File: config.mk
export PLATFORM = sky130hd
export DESIGN_NAME = decode_hazard_unit
export DESIGN_NICKNAME = d
export VERILOG_FILES = /design/src/rtl/decode_hazard_unit.sv
export SDC_FILE = /design/constraint.sdc
export NUM_CORES = 1
export LEC_CHECK = 0
export ABC_CLOCK_PERIOD_IN_PS = 6700
export CAP_MARGIN = 20
export CORE_MARGIN = 5
export CORE_UTILIZATION = 60
export DETAILED_ROUTE_END_ITERATION = 8
export DONT_BUFFER_PORTS = 1
export PLACE_DENSITY = 0.82
export SYNTH_ARGS = -nofsm -noshare
export SYNTH_HDL_FRONTEND = slang
export SYNTH_SLANG_ARGS = --single-unit
export TNS_END_PERCENT = 10
File: constraint.sdc
create_clock -name clk -period 6.7 [get_ports clk]
set_clock_uncertainty 0.15 [all_clocks]
set_input_delay 1.34 -clock clk [delete_from_list [all_inputs] [get_ports clk]]
set_output_delay 1.34 -clock clk [all_outputs]
set_load 0.02 [all_outputs]
File: src/rtl/decode_hazard_unit.sv
// Decode-stage hazard/issue controller for the LC-3b pipeline: load-use stalls,
// branch fetch hold, registered EX forwarding selects and saturating stall counters.
module decode_hazard_unit #(
    parameter int CNT_W = 16
) (
    input  logic             clk,
    input  logic             reset,
    input  logic             id_valid,
    input  logic             id_uses_sr1,
    input  logic             id_uses_sr2,
    input  logic             id_uses_dest,
    input  logic             id_branch,
    input  logic             id_read_memory,
    input  logic [2:0]       id_sr1,
    input  logic [2:0]       id_sr2,
    input  logic [2:0]       id_dest,
    input  logic             pipe_advance,
    input  logic             br_resolved,
    output logic             stall_id,
    output logic             inject_bubble,
    output logic             fetch_hold,
    output logic [1:0]       ex_fwd_sr1_sel,
    output logic [1:0]       ex_fwd_sr2_sel,
    output logic [CNT_W-1:0] load_stall_cnt,
    output logic [CNT_W-1:0] branch_stall_cnt
);

    typedef enum logic {
        ST_RUN     = 1'b0,
        ST_BR_WAIT = 1'b1
    } state_t;

    typedef struct packed {
        logic       v;
        logic [2:0] dest;
        logic       ld;
    } sb_entry_t;

    state_t     r_state;
    state_t     w_state_nxt;
    sb_entry_t  r_sb0;
    sb_entry_t  r_sb1;
    sb_entry_t  r_sb2;
    logic [1:0] r_fwd_sr1_sel;
    logic [1:0] r_fwd_sr2_sel;
    logic [CNT_W-1:0] r_load_cnt;
    logic [CNT_W-1:0] r_branch_cnt;

    logic       w_br_wait;
    logic       w_hz;
    logic       w_issue;
    logic       w_load_inc;
    logic [1:0] w_sel1;
    logic [1:0] w_sel2;

    // Younger producer (EX) wins; WB is never forwarded because the regfile is write-through.
    function automatic logic [1:0] fwd_sel(input logic use_src, input logic [2:0] src,
                                           input sb_entry_t s0, input sb_entry_t s1);
        if (use_src && s0.v && src == s0.dest)
            return 2'd1;
        else if (use_src && s1.v && src == s1.dest)
            return 2'd2;
        else
            return 2'd0;
    endfunction

    assign w_br_wait  = (r_state == ST_BR_WAIT);
    assign w_hz       = r_sb0.v & r_sb0.ld &
                        ((id_uses_sr1 & (id_sr1 == r_sb0.dest)) |
                         (id_uses_sr2 & (id_sr2 == r_sb0.dest)));
    assign w_issue    = id_valid & ~w_br_wait & ~w_hz & pipe_advance;
    assign w_load_inc = id_valid & ~w_br_wait & w_hz & pipe_advance;

    assign stall_id      = id_valid & (w_br_wait | w_hz);
    assign inject_bubble = pipe_advance & ~w_issue;
    assign fetch_hold    = w_br_wait | (w_issue & id_branch);

    assign w_sel1 = w_issue ? fwd_sel(id_uses_sr1, id_sr1, r_sb0, r_sb1) : 2'd0;
    assign w_sel2 = w_issue ? fwd_sel(id_uses_sr2, id_sr2, r_sb0, r_sb1) : 2'd0;

    // NOTE: next-state defaults to the current state first so no path leaves it unassigned (no latch).
    always_comb begin
        w_state_nxt = r_state;
        case (r_state)
            ST_RUN:     if (w_issue && id_branch) w_state_nxt = ST_BR_WAIT;
            ST_BR_WAIT: if (br_resolved)          w_state_nxt = ST_RUN;
            default:                              w_state_nxt = ST_RUN;
        endcase
    end

    // NOTE: sequential state uses non-blocking assignments so the shift reads pre-edge values.
    always_ff @(posedge clk) begin
        if (reset) begin
            r_state       <= ST_RUN;
            r_sb0         <= '0;
            r_sb1         <= '0;
            r_sb2         <= '0;
            r_fwd_sr1_sel <= 2'd0;
            r_fwd_sr2_sel <= 2'd0;
            r_load_cnt    <= '0;
            r_branch_cnt  <= '0;
        end else begin
            r_state <= w_state_nxt;
            if (pipe_advance) begin
                r_sb2         <= r_sb1;
                r_sb1         <= r_sb0;
                r_sb0         <= w_issue ? sb_entry_t'{v: id_uses_dest, dest: id_dest, ld: id_read_memory}
                                         : sb_entry_t'('0);
                r_fwd_sr1_sel <= w_sel1;
                r_fwd_sr2_sel <= w_sel2;
            end
            if (w_load_inc && r_load_cnt != '1)
                r_load_cnt <= r_load_cnt + 1'b1;
            if (w_br_wait && r_branch_cnt != '1)
                r_branch_cnt <= r_branch_cnt + 1'b1;
        end
    end

    assign ex_fwd_sr1_sel   = r_fwd_sr1_sel;
    assign ex_fwd_sr2_sel   = r_fwd_sr2_sel;
    assign load_stall_cnt   = r_load_cnt;
    assign branch_stall_cnt = r_branch_cnt;

    // WB entry is history only; it must always mirror the previous MEM entry.
    sb2_tracks_sb1: assert property (@(posedge clk) disable iff (reset)
        ($past(pipe_advance) && !$past(reset)) |-> (r_sb2 == $past(r_sb1)));

endmodule
After elaboration in Yosys (flattened, before gate mapping)
Cells that the tools add are included.
- flip-flop bits (word level): 46
- bits of input ports: 19
- output and inout bits: 39
- logic and storage cells: 57
- add/subtract/negate cells: 2
- eq/ne operators: 6
- muxes and demuxes: 10
- bitwise operators: 18
- reductions and logical operators: 11
- operator list (kind ; count):
    16-bit by 1-bit adder with 16-bit output, second input constant ; 2
    16-bit inequality test, second input constant ; 2
    1-bit AND ; 12
    3-bit equality test ; 4
    2-bit 2-to-1 mux ; 6
    1-bit logical AND ; 11
    5-bit 2-to-1 mux ; 1
    1-bit inverter ; 3
    1-bit bitwise OR ; 3
    1-bit 2-to-1 mux ; 2
    1-bit case mux with 2 select lines ; 1

Depth between registers and ports, before layout
- depth after elaboration: 10
- depth in mapped cells: 7
- gate-level depth less buffers: 6

Least setup slack after synthesis
No wires, ideal clock.
- kind: in2out
- start point: in id_sr2[0]
- end point: out inject_bubble
- arrival time: 2.506 ns
- path slack: 2.704 ns
- stages on the path: 5
- buffers on the path: 0
- cell sequence: xnor2_1 > nand4_1 > a21oi_1 > nor2_1 > a21boi_0
- word-level cells in the longest chain between the ends: 9
- RTL lines (what ; RTL line ; source):
    start: declaration ; 15 ; input logic [2:0] id_sr2,
    3-bit equality test ; 70 ; (id_uses_sr2 & (id_sr2 == r_sb0.dest)));
    1-bit AND ; 70 ;
    1-bit bitwise OR ; 69 ; ((id_uses_sr1 & (id_sr1 == r_sb0.dest)) |
    1-bit AND ; 68 ; assign w_hz = r_sb0.v & r_sb0.ld &
    1-bit inverter ; 71 ; assign w_issue = id_valid & ~w_br_wait & ~w_hz & pipe_advance;
    1-bit AND (2 in a row) ; 71 ;
    1-bit inverter ; 75 ; assign inject_bubble = pipe_advance & ~w_issue;
    1-bit AND ; 75 ;
    end: declaration ; 20 ; output logic inject_bubble,
No other way between the ends.

Worst setup path in the final report
Same ends and word-level chain as after synthesis.

==> summary.md <==
| Metric | Value |
|---|---|
| Worst-path maximum fanout | 5 |
| Synth warn | 0 |
| Number of endpoints failing setup at the final stage | 0 |
| Core ar. | about 3400 sq um |
| Proportion of synthesized chip area in sequential cells | roughly 42% |
| Power per unit of standard cell area | roughly 190 nW/um^2 |
| H-tree depth | 2 |
| Fillers | ~300 |
| Area contributors post-synth | sky130_fd_sc_hd__dfxtp_1, sky130_fd_sc_hd__xnor2_1, sky130_fd_sc_hd__nor2_1, sky130_fd_sc_hd__a22o_1, sky130_fd_sc_hd__nand4_1 |
| Time the worst path needs with I/O delays and setup | between 4000 and 5000 ps |
| Number of enable-type register cells in the synthesized netlist | 0 |
| All-layer global routing usage | about a fifth |
| Die Span Y | 70.24 microns |
| Sinks on Clock Net | 46 |
| Inserted Diodes | 0 |
| Net count reported at finish | about 270 |
| Number of vias after detailed routing | 1771 |
| #FFs+latches synth | 46 |
| CTS root buf | sky130_fd_sc_hd__clkbuf_4 |
| Timing endpoint of the critical path | inject_bubble |
| Final routed wire length divided by cell count | 15.69 microns |
| Initial Utilization | between 60% and 70% |
| Remaining antenna violation count after routing | 0 |
| Sort of element at the start of the critical path | input port |
| Pre-antenna DRT Iters | 4 |
| Global-route congestion overflow total | 0 |
| Start point of the critical path | id_sr2[0] |
| Final Total Pwr | 0.4301 mW |
| Setup slack after layout | between 2000 and 3000 ps |
| Number of global-route vias before repair | approximately 1600 |
| Layout overhead on the synthesized area | 3.965% |
| Final HPWL DP | approximately 3400 microns |
| Number of gates given a new drive strength after cts | 0 |
| Commonest register cell after synthesis | sky130_fd_sc_hd__dfxtp_1 |
| Number of buffers added on ports | 0 |
| Final hold violations | 0 |
| Number of distinct library cell variants in the gate-level netlist after synthesis | 45 |
| Slew of the pin with the lowest slew margin | ~1000 ps |
| Async SR Flop Fraction | 0% |
| Data arrival at the endpoint of the critical path | around 2700 ps |
| Row cnt | 21 |
| Clk pin slew, worst setup/hold paths | ~120 ps |
| Placer's final routability congestion estimate | ~0.9 |
| Reg2Reg Capture Point | load_stall_cnt[14] |
| Number of buffers created by CTS | 5 |
| Fin Hold WS | around 350 ps |
| Number of slew-limit violations in the final report | 0 |
| Setup TNS | 0 ps |
| Ranking of synthesized cells by instance count | sky130_fd_sc_hd__dfxtp_1, sky130_fd_sc_hd__nor2_1, sky130_fd_sc_hd__xnor2_1 |
| CP endpoint kind | output port |
| R2r startpoint | load_stall_cnt[0] |
| Setup repair after global routing missed its margin | false |
| Num ports | just under 60 |
| DRC errors left | 0 |
| # Max-Cap Violations | 0 |
| Post-synth top area cell | sky130_fd_sc_hd__dfxtp_1 |
| Max Root-Sink Buffers | 2 |
| Share of final-layout standard cells stronger than drive strength 1 | under 10% |
| Die width | 70.24 microns |
| Synthesized area per cell | ~8.9 sq um |
| Cell Area, Synth | 2177 sq um |
| Outcome | finished clean |
| Antenna violations before repair | 0 |
| Detailed router's first-iteration violation count | about 120 |
| Nets in the synthesized netlist | about 270 |
| First-pass GRT wire length | 7721 microns |
| Minimum setup slack among reg-to-reg paths | 4120 ps |
| Max IR drop VDD | ~110 uV |
| Setup repair bufs after CTS | 0 |
| Total die area | just under 5000 sq um |
| FMAX | between 200 and 250 MHz |
| Area share of the largest cell type after synthesis | between 40% and 50% |
| Leakage | between 0.7 and 0.8 nW |
| CP Data Required Time | ~5200 ps |
| Period utilization | between 60% and 70% |
| Hold_buf cts | 0 |
| Worst reg2reg path depth | 6 |
| Place WS | approximately 2500 ps |
| Max-slew headroom | roughly 32% |
| Maximum number of pins on one net before global-route repair | 42 |
| Worst-skew pair later-pin latency | roughly 350 ps |
| Number of instances in the synthesized netlist | between 200 and 250 |
| Setup CP Type | in2out |
| Clock tree from TritonCTS | done |
| HP Class | reg2reg |
| Wire length reported by the detailed router | ~4600 microns |
| Core Util, Final | roughly 66% |
| Via count normalized by instance count | 6.065 |
| Most common cell in the synthesized netlist | sky130_fd_sc_hd__dfxtp_1 |
[state kept, by name, summed over array words and instances (netlist names)]
register / count
r_sb1: 4
ex_fwd_sr1_sel: 2
branch_stall_cnt: 16
r_state: 1
load_stall_cnt: 16
r_sb0: 5
ex_fwd_sr2_sel: 2
[stage by stage]
step,cell area [sq um],instances
2_1_floorplan,2177,244
3_3_place_gp,2203,284
3_5_place_dp,2203,284
4_1_cts,2263,292
5_1_grt,2263,292
6_report,2263,292
[layout make-up]
type | instances | area (sq um) | share of cell area, %
multi-input cells | 185 | 1199 | 52.96
inverters | 7 | 26.28 | 1.161
flip-flops and latches | 46 | 920.9 | 40.69
well taps | 46 | 57.56 | 2.543
clock inverters | 1 | 5.005 | 0.2211
clock buffers | 7 | 55.05 | 2.432
[worst min-delay path by stage]
stage | startpoint | end | slack [ps] | cells after the start
2_1_floorplan | r_sb0[0] | r_sb0[0] | 290 | 1
3_3_place_gp | r_sb0[0] | r_sb0[0] | 320 | 1
3_5_place_dp | r_sb0[0] | r_sb0[0] | 310 | 1
4_1_cts | r_sb0[0] | r_sb0[0] | 350 | 1
5_1_grt | r_sb0[0] | r_sb0[0] | 400 | 1
6_report | r_sb0[0] | r_sb0[0] | 350 | 1
[kinds of logic after synthesis]
group / after synthesis / share of synthesized area [%]
AOI/OAI and AO/OA: 53 / 16.67
buffers and inverters: 13 / 2.643
xor gates and xnor gates: 21 / 8.448
DFF: 46 / 42.30
muxes: 7 / 3.276
and+or+nand+nor: 102 / 25.52
adders and majority gates: 2 / 1.149
[critical path: stages]
cell                       delay (ps)
sky130_fd_sc_hd__xnor2_1          130
sky130_fd_sc_hd__nand4_1          230
sky130_fd_sc_hd__a21oi_1          330
sky130_fd_sc_hd__nor2_1            90
sky130_fd_sc_hd__a21boi_0         580
[cell usage in the layout, fill, tap and decap left out, types with 2 or more instances in the layout]
master and n:
sky130_fd_sc_hd__xnor2_1 16, sky130_fd_sc_hd__nand3_1 11, sky130_fd_sc_hd__nor3_1 4, sky130_fd_sc_hd__nand4_1 14
sky130_fd_sc_hd__nor4_1 3, sky130_fd_sc_hd__and3_1 2, sky130_fd_sc_hd__xor2_1 5, sky130_fd_sc_hd__or4_1 4
sky130_fd_sc_hd__a31oi_1 3, sky130_fd_sc_hd__o31a_1 2, sky130_fd_sc_hd__inv_1 7, sky130_fd_sc_hd__clkbuf_4 5
sky130_fd_sc_hd__a21oi_1 15, sky130_fd_sc_hd__a21o_1 2, sky130_fd_sc_hd__mux2i_1 6, sky130_fd_sc_hd__nor3b_1 2
sky130_fd_sc_hd__dfxtp_1 46, sky130_fd_sc_hd__nor2b_1 2, sky130_fd_sc_hd__and4_1 3, sky130_fd_sc_hd__o31ai_1 2
sky130_fd_sc_hd__ha_1 2, sky130_fd_sc_hd__o21ai_0 9, sky130_fd_sc_hd__a22o_1 10, sky130_fd_sc_hd__or3_1 10
sky130_fd_sc_hd__nor2_1 33, sky130_fd_sc_hd__nand2_1 8
[layer usage]
| layer | vias up | GRT usage [%] | wire, microns |
|---|---|---|---|
| met4 | 0 | 5.532 | 68 |
| met2 | 48 | 30.77 | 2215 |
| met3 | 8 | 7.604 | 372 |
| met5 | - | 0 | 0 |
| li1 | 904 | - | - |
| met1 | 811 | 22.70 | 1924 |
[where the power goes]
part | leakage, nW | internal (mW) | switching, mW
clock network | 0.0353 | 0.0510 | 0.0829
logic | 0.321 | 0.00888 | 0.00806
registers | 0.371 | 0.276 | 0.00348
(Power assumes the default switching activity.)
